[config.mk]
export PLATFORM = sky130hd
export DESIGN_NAME = audio_note_pwm
export DESIGN_NICKNAME = d
export VERILOG_FILES = /design/src/rtl/audio_note_pwm.sv
export SDC_FILE = /design/constraint.sdc
export NUM_CORES = 1
export LEC_CHECK = 0
export CAP_MARGIN = 20
export CORE_MARGIN = 8
export CORE_UTILIZATION = 45
export CTS_CLUSTER_SIZE = 14
export DETAILED_ROUTE_END_ITERATION = 16
export PLACE_DENSITY = 0.6
export SLEW_MARGIN = 10
export SYNTH_ARGS = -nofsm -noshare
export SYNTH_HDL_FRONTEND = slang
export SYNTH_SLANG_ARGS = --single-unit
export TNS_END_PERCENT = 50
[constraint.sdc]
create_clock -name clk -period 8.5 [get_ports clk]
set_input_delay 0.85 -clock clk [delete_from_list [all_inputs] [get_ports clk]]
set_output_delay 0.85 -clock clk [all_outputs]
set_load 0.02 [all_outputs]
[src/rtl/audio_note_pwm.sv]
// rtl/audio_note_pwm.sv - square-wave note player driving the board AUD_PWM pin
// Optional feature macro: AUDIO_NOTE_PWM_TONE_GAP_EN (adds a silent GAP of GAP_CYCLES after each note)
module audio_note_pwm #(
    parameter int unsigned BEAT_CYCLES = 12_500_000,
    parameter int unsigned GAP_CYCLES  = 1_250_000
) (
    input  logic        clk,
    input  logic        rstn,
    input  logic        note_valid,
    output logic        note_ready,
    input  logic [17:0] note_half_period,
    input  logic [3:0]  note_beats,
    input  logic        stop,
    output logic        aud_pwm,
    output logic        busy
);

    // Longest note is 15 beats; the counter holds remaining cycles minus one.
    localparam int unsigned DUR_MAX = 15 * BEAT_CYCLES;
    localparam int unsigned DUR_W   = (DUR_MAX < 2) ? 1 : $clog2(DUR_MAX + 1);

`ifdef AUDIO_NOTE_PWM_TONE_GAP_EN
    localparam int unsigned GAP_W = (GAP_CYCLES < 2) ? 1 : $clog2(GAP_CYCLES);

    typedef enum logic [1:0] {
        IDLE = 2'd0,
        PLAY = 2'd1,
        GAP  = 2'd2
    } state_t;
`else
    typedef enum logic [1:0] {
        IDLE = 2'd0,
        PLAY = 2'd1
    } state_t;

    // GAP_CYCLES has no effect in this build; tie it off so it is referenced.
    logic unused_gap_cfg;
    assign unused_gap_cfg = (GAP_CYCLES == 0);
`endif

    state_t            state_q, state_d;
    logic [DUR_W-1:0]  dur_q, dur_d;
    logic [17:0]       tone_q, tone_d;
    logic [17:0]       half_q, half_d;
    logic              phase_q, phase_d;
    logic              ready_en_q, ready_en_d;
`ifdef AUDIO_NOTE_PWM_TONE_GAP_EN
    logic [GAP_W-1:0]  gap_q, gap_d;
`endif

    logic [DUR_W-1:0]  dur_load;
    logic              transfer;

    // Note length in cycles minus one, loaded when a note is accepted.
    assign dur_load = (DUR_W'(note_beats) * DUR_W'(BEAT_CYCLES)) - DUR_W'(1);

    // Handshake and status outputs; stop masks ready so no note slips in during an abort.
    assign note_ready = (state_q == IDLE) && ready_en_q && !stop;
    assign transfer   = note_valid && note_ready;
    assign busy       = (state_q != IDLE);
    assign aud_pwm    = (state_q == PLAY) && phase_q;

    // Next-state logic: handshake, duration countdown, tone phase and gap timing.
    always_comb begin
        state_d    = state_q;
        dur_d      = dur_q;
        tone_d     = tone_q;
        half_d     = half_q;
        phase_d    = phase_q;
        ready_en_d = 1'b1;
`ifdef AUDIO_NOTE_PWM_TONE_GAP_EN
        gap_d      = gap_q;
`endif
        if (stop) begin
            state_d = IDLE;
            dur_d   = '0;
            tone_d  = '0;
            half_d  = '0;
            phase_d = 1'b0;
`ifdef AUDIO_NOTE_PWM_TONE_GAP_EN
            gap_d   = '0;
`endif
        end else begin
            case (state_q)
                IDLE: begin
                    // A zero-beat note is consumed but never played.
                    if (transfer && (note_beats != 4'd0)) begin
                        state_d = PLAY;
                        half_d  = note_half_period;
                        dur_d   = dur_load;
                        tone_d  = (note_half_period != 18'd0) ? (note_half_period - 18'd1) : 18'd0;
                        phase_d = (note_half_period != 18'd0);
                    end
                end
                PLAY: begin
                    // Tone phase runs on its own; a rest (half period 0) never toggles.
                    if (half_q != 18'd0) begin
                        if (tone_q == 18'd0) begin
                            phase_d = ~phase_q;
                            tone_d  = half_q - 18'd1;
                        end else begin
                            tone_d  = tone_q - 18'd1;
                        end
                    end
                    // Duration may expire in the middle of a half period.
                    if (dur_q == '0) begin
                        tone_d  = '0;
                        half_d  = '0;
                        phase_d = 1'b0;
`ifdef AUDIO_NOTE_PWM_TONE_GAP_EN
                        if (GAP_CYCLES != 0) begin
                            state_d = GAP;
                            gap_d   = GAP_W'(GAP_CYCLES - 1);
                        end else begin
                            state_d = IDLE;
                        end
`else
                        state_d = IDLE;
`endif
                    end else begin
                        dur_d = dur_q - DUR_W'(1);
                    end
                end
`ifdef AUDIO_NOTE_PWM_TONE_GAP_EN
                GAP: begin
                    if (gap_q == '0) begin
                        state_d = IDLE;
                    end else begin
                        gap_d = gap_q - GAP_W'(1);
                    end
                end
`endif
                default: begin
                    state_d = IDLE;
                    dur_d   = '0;
                    tone_d  = '0;
                    half_d  = '0;
                    phase_d = 1'b0;
                end
            endcase
        end
    end

    // State and counter registers; reset drops any note in progress.
    always_ff @(posedge clk or negedge rstn) begin
        if (!rstn) begin
            state_q    <= IDLE;
            dur_q      <= '0;
            tone_q     <= '0;
            half_q     <= '0;
            phase_q    <= 1'b0;
            ready_en_q <= 1'b0;
`ifdef AUDIO_NOTE_PWM_TONE_GAP_EN
            gap_q      <= '0;
`endif
        end else begin
            state_q    <= state_d;
            dur_q      <= dur_d;
            tone_q     <= tone_d;
            half_q     <= half_d;
            phase_q    <= phase_d;
            ready_en_q <= ready_en_d;
`ifdef AUDIO_NOTE_PWM_TONE_GAP_EN
            gap_q      <= gap_d;
`endif
        end
    end

endmodule

==> flow_metrics.env <==
export IMPL_status="finished clean"
export IMPL_synth_async_reset_ratio=1.00
export IMPL_vdd_drop_max_uv=79.7
export IMPL_clockRootBuffer="clkbuf_16"
export IMPL_p_leak_nw=2.68
export IMPL_drc=0
export IMPL_final_nets=792
export IMPL_avgSynthCellArea_um2=8.34
export IMPL_start_util=0.452
export IMPL_die_area_um2=17000
export IMPL_ys_seq_elements=67
export IMPL_drtIter0Drc=562
export IMPL_syn2layout_area_growth_pct=12.1
export IMPL_path_clk_slew_ns=0.06
export IMPL_tns_ns=0
export IMPL_finalHoldViolCount=0
export IMPL_final_common_cell="dfrtp_1"
export IMPL_antenna_cells=0
export IMPL_crit_slowest_cell="clkdlybuf4s50_1"
export IMPL_cap_viol_max_count=0
export IMPL_drive_above_1_share=0.0646
export IMPL_maxSlewViolCount=0
export IMPL_design_area_um2=6610
export IMPL_grt_pass1_wl_mm=27.6
export IMPL_dpl_hpwl_mm=12.3
export IMPL_ant_nets=0
export IMPL_start_kind="input port"
export IMPL_worstMarginPinSlew_ns=0.943
export IMPL_cts_resized_gates=0
export IMPL_cp_max_fo=7
export IMPL_drt_wl_total_mm=16.6
export IMPL_synth_ff_type="dfrtp_1"
export IMPL_clock_skew_ns=0.00816
export IMPL_gp_congestion=1.02
export IMPL_syn_instance_count=707
export IMPL_holdBufCountCts=0
export IMPL_cts_max_level=3
export IMPL_synth_edf_count=0
export IMPL_rsz0062_at_grt="no"
export IMPL_critPathBufInv=2
export IMPL_grt_total_usage=0.203
export IMPL_grt_pass1_vias=5393
export IMPL_final_cell_mix="dfrtp_1 (67), o21ai_0 (65), nand2_1 (59)"
export IMPL_design_core_area_um2=13000
export IMPL_grt_overflow=0
export IMPL_crit_top_cell="fa_1"
export IMPL_crit_family="simple AND/OR/NAND/NOR gates"
export IMPL_tritoncts="built"
export IMPL_nFillCells=1308
export IMPL_hp_class="flip-flop to flip-flop"
export IMPL_end_kind="flip-flop"
export IMPL_yosysWarnings=0
export IMPL_finalCritPeriodShare=0.611
export IMPL_synth_net_count=774
export IMPL_grt_max_degree=68
export IMPL_clk_path_buf_depth=2
export IMPL_cts_made_buffers=9
export IMPL_row_count=42
export IMPL_dr_pass1_iters=6
export IMPL_power_density_nw_per_um2=203
export IMPL_relSlewSlack=0.371
export IMPL_cts_sinks=67
export IMPL_crit_type="input port to flip-flop"
export IMPL_io_buffers=28
export IMPL_clk_latency_ns=0.34
export IMPL_antenna_found_initial=0
export IMPL_die_width_um=130
export IMPL_placed_cell_area_um2=6330
export IMPL_wire_per_inst_um=18.4
export IMPL_period_needed_ns=5.19
export IMPL_ys_types=79
export IMPL_required_ns=8.76
export IMPL_die_h_um=130
export IMPL_arrival_ns=5.46
export IMPL_cts_setup_buffers=0
export IMPL_avgViaCountPerCell=6.13
export IMPL_fmax_mhz=193
export IMPL_routed_via_count=5542
export IMPL_io_pins=29
export IMPL_cp_cell_sequence="clkdlybuf4s50_1 -> fa_1 -> fa_1 -> inv_1 -> fa_1 -> nand2b_1 -> a21o_1 -> a311oi_2 -> nor3_1 -> or3_4 -> or3_4 -> or4b_1 -> nand3_1"
export IMPL_syn_area_um2=5900
export IMPL_seq_area_frac_synth=0.284
export IMPL_cp_slowest_stage_delay_ns=0.67
export IMPL_setup_viol=0
==> sequential cells by signal, summed over array words and instances (netlist names) <==
register and cells:
state_q 1, dur_q 28, ready_en_q 1, half_q 18, phase_q 1, tone_q 18
==> cell families (layout without fill, tap and decap cells) <==
group                      count (synthesis)  after routing  share of synthesized area
and+or+nand+nor                          255            255                      0.226
xor gates and xnor gates                  46             46                     0.0683
muxes                                      5              5                    0.00870
DFF                                       67             67                      0.284
AOI/OAI and AO/OA                        239            239                      0.279
adders and majority gates                 41             41                     0.0972
other                                      1              1                   0.000636
buffers and inverters                     53             74                     0.0359
==> worst register-to-register path, delay by kind of cell (launching register included) <==
family	cells	cell delay, ns
AO/OA/AOI/OAI	3	1.09
AND/OR/NAND/NOR	4	2.44
flip-flops	1	0.43
==> cell usage after synthesis (all sizes together), types with 4 or more instances <==
cell / n / area (µm²)
o211ai: 4 / 30.0
xnor2: 28 / 245
ha: 33 / 413
o22ai: 7 / 43.8
a311oi: 4 / 41.3
xor2: 18 / 158
dfrtp: 67 / 1680
nor2: 51 / 191
a211oi: 6 / 45.0
nand4: 8 / 50.1
nor2b: 5 / 31.3
nand3: 23 / 115
o41ai: 4 / 72.6
or3: 17 / 118
or2: 4 / 25.0
nand2: 59 / 221
a221oi: 4 / 41.3
mux2i: 4 / 40.0
o21ai: 65 / 325
a22o: 23 / 201
and2: 10 / 63.8
a31oi: 10 / 62.6
nor3: 31 / 165
o221ai: 8 / 76.3
a21o: 9 / 67.6
nand2b: 7 / 43.8
a21oi: 51 / 263
inv: 23 / 86.3
nor4: 11 / 68.8
o31ai: 6 / 45.0
or4: 10 / 75.1
buf: 7 / 38.8
o21a: 15 / 113
fa: 8 / 160
clkbuf: 22 / 82.6
==> report_power, final <==
part           switching, W  internal (W)
sequential        0.0000493      0.000364
combinational      0.000347      0.000236
clock              0.000135      0.000210
total              0.000531      0.000810
==> per-layer routing <==
metal | share of wire | vias up | track usage | routed length, µm
li1 | - | 2682 | - | -
met1 | 0.45 | 2701 | 0.252 | 7520
met2 | 0.49 | 128 | 0.353 | 8100
met3 | 0.034 | 31 | 0.0276 | 571
met4 | 0.025 | 0 | 0.0756 | 423
met5 | 0 | - | 0 | 0
==> worst paths after layout <==
kind	startpoint	endpoint	slack, ns	cells past startpoint
worst max-delay path	note_beats[2]	dur_q[27]	3.31	13
worst min-delay path	dur_q[14]	dur_q[14]	0.50	2
worst max register to register	dur_q[8]	tone_q[8]	4.42	7
worst min register to register	dur_q[14]	dur_q[14]	0.50	2
max in group asynchronous	rstn	half_q[17]	7.20	2
min in group asynchronous	rstn	half_q[6]	0.71	2
==> through the flow <==
stage	utilization	hold WS [ns]	total power (W)	setup WS, ns	instances
after detailed placement	0.486	0.476	0.000996	2.95	889
after floorplan	-	0.442	0.000842	3.85	707
after global placement	0.486	0.463	0.000990	3.05	889
final	0.507	0.496	0.00134	3.31	904
after CTS	0.506	0.500	0.00134	3.30	903
after global routing	0.507	0.514	0.00143	3.09	904
==> area by class of cell <==
type                    instances  area, µm²  area share
multi-input cells             587       4010       0.607
flip-flops and latches         67       1680       0.254
repair buffers                 36        339      0.0513
clock buffers                  12        256      0.0388
well taps                     176        220      0.0333
inverters                      24       90.1      0.0136
clock inverters                 2       12.5     0.00189
(Power assumes the default switching activity.)
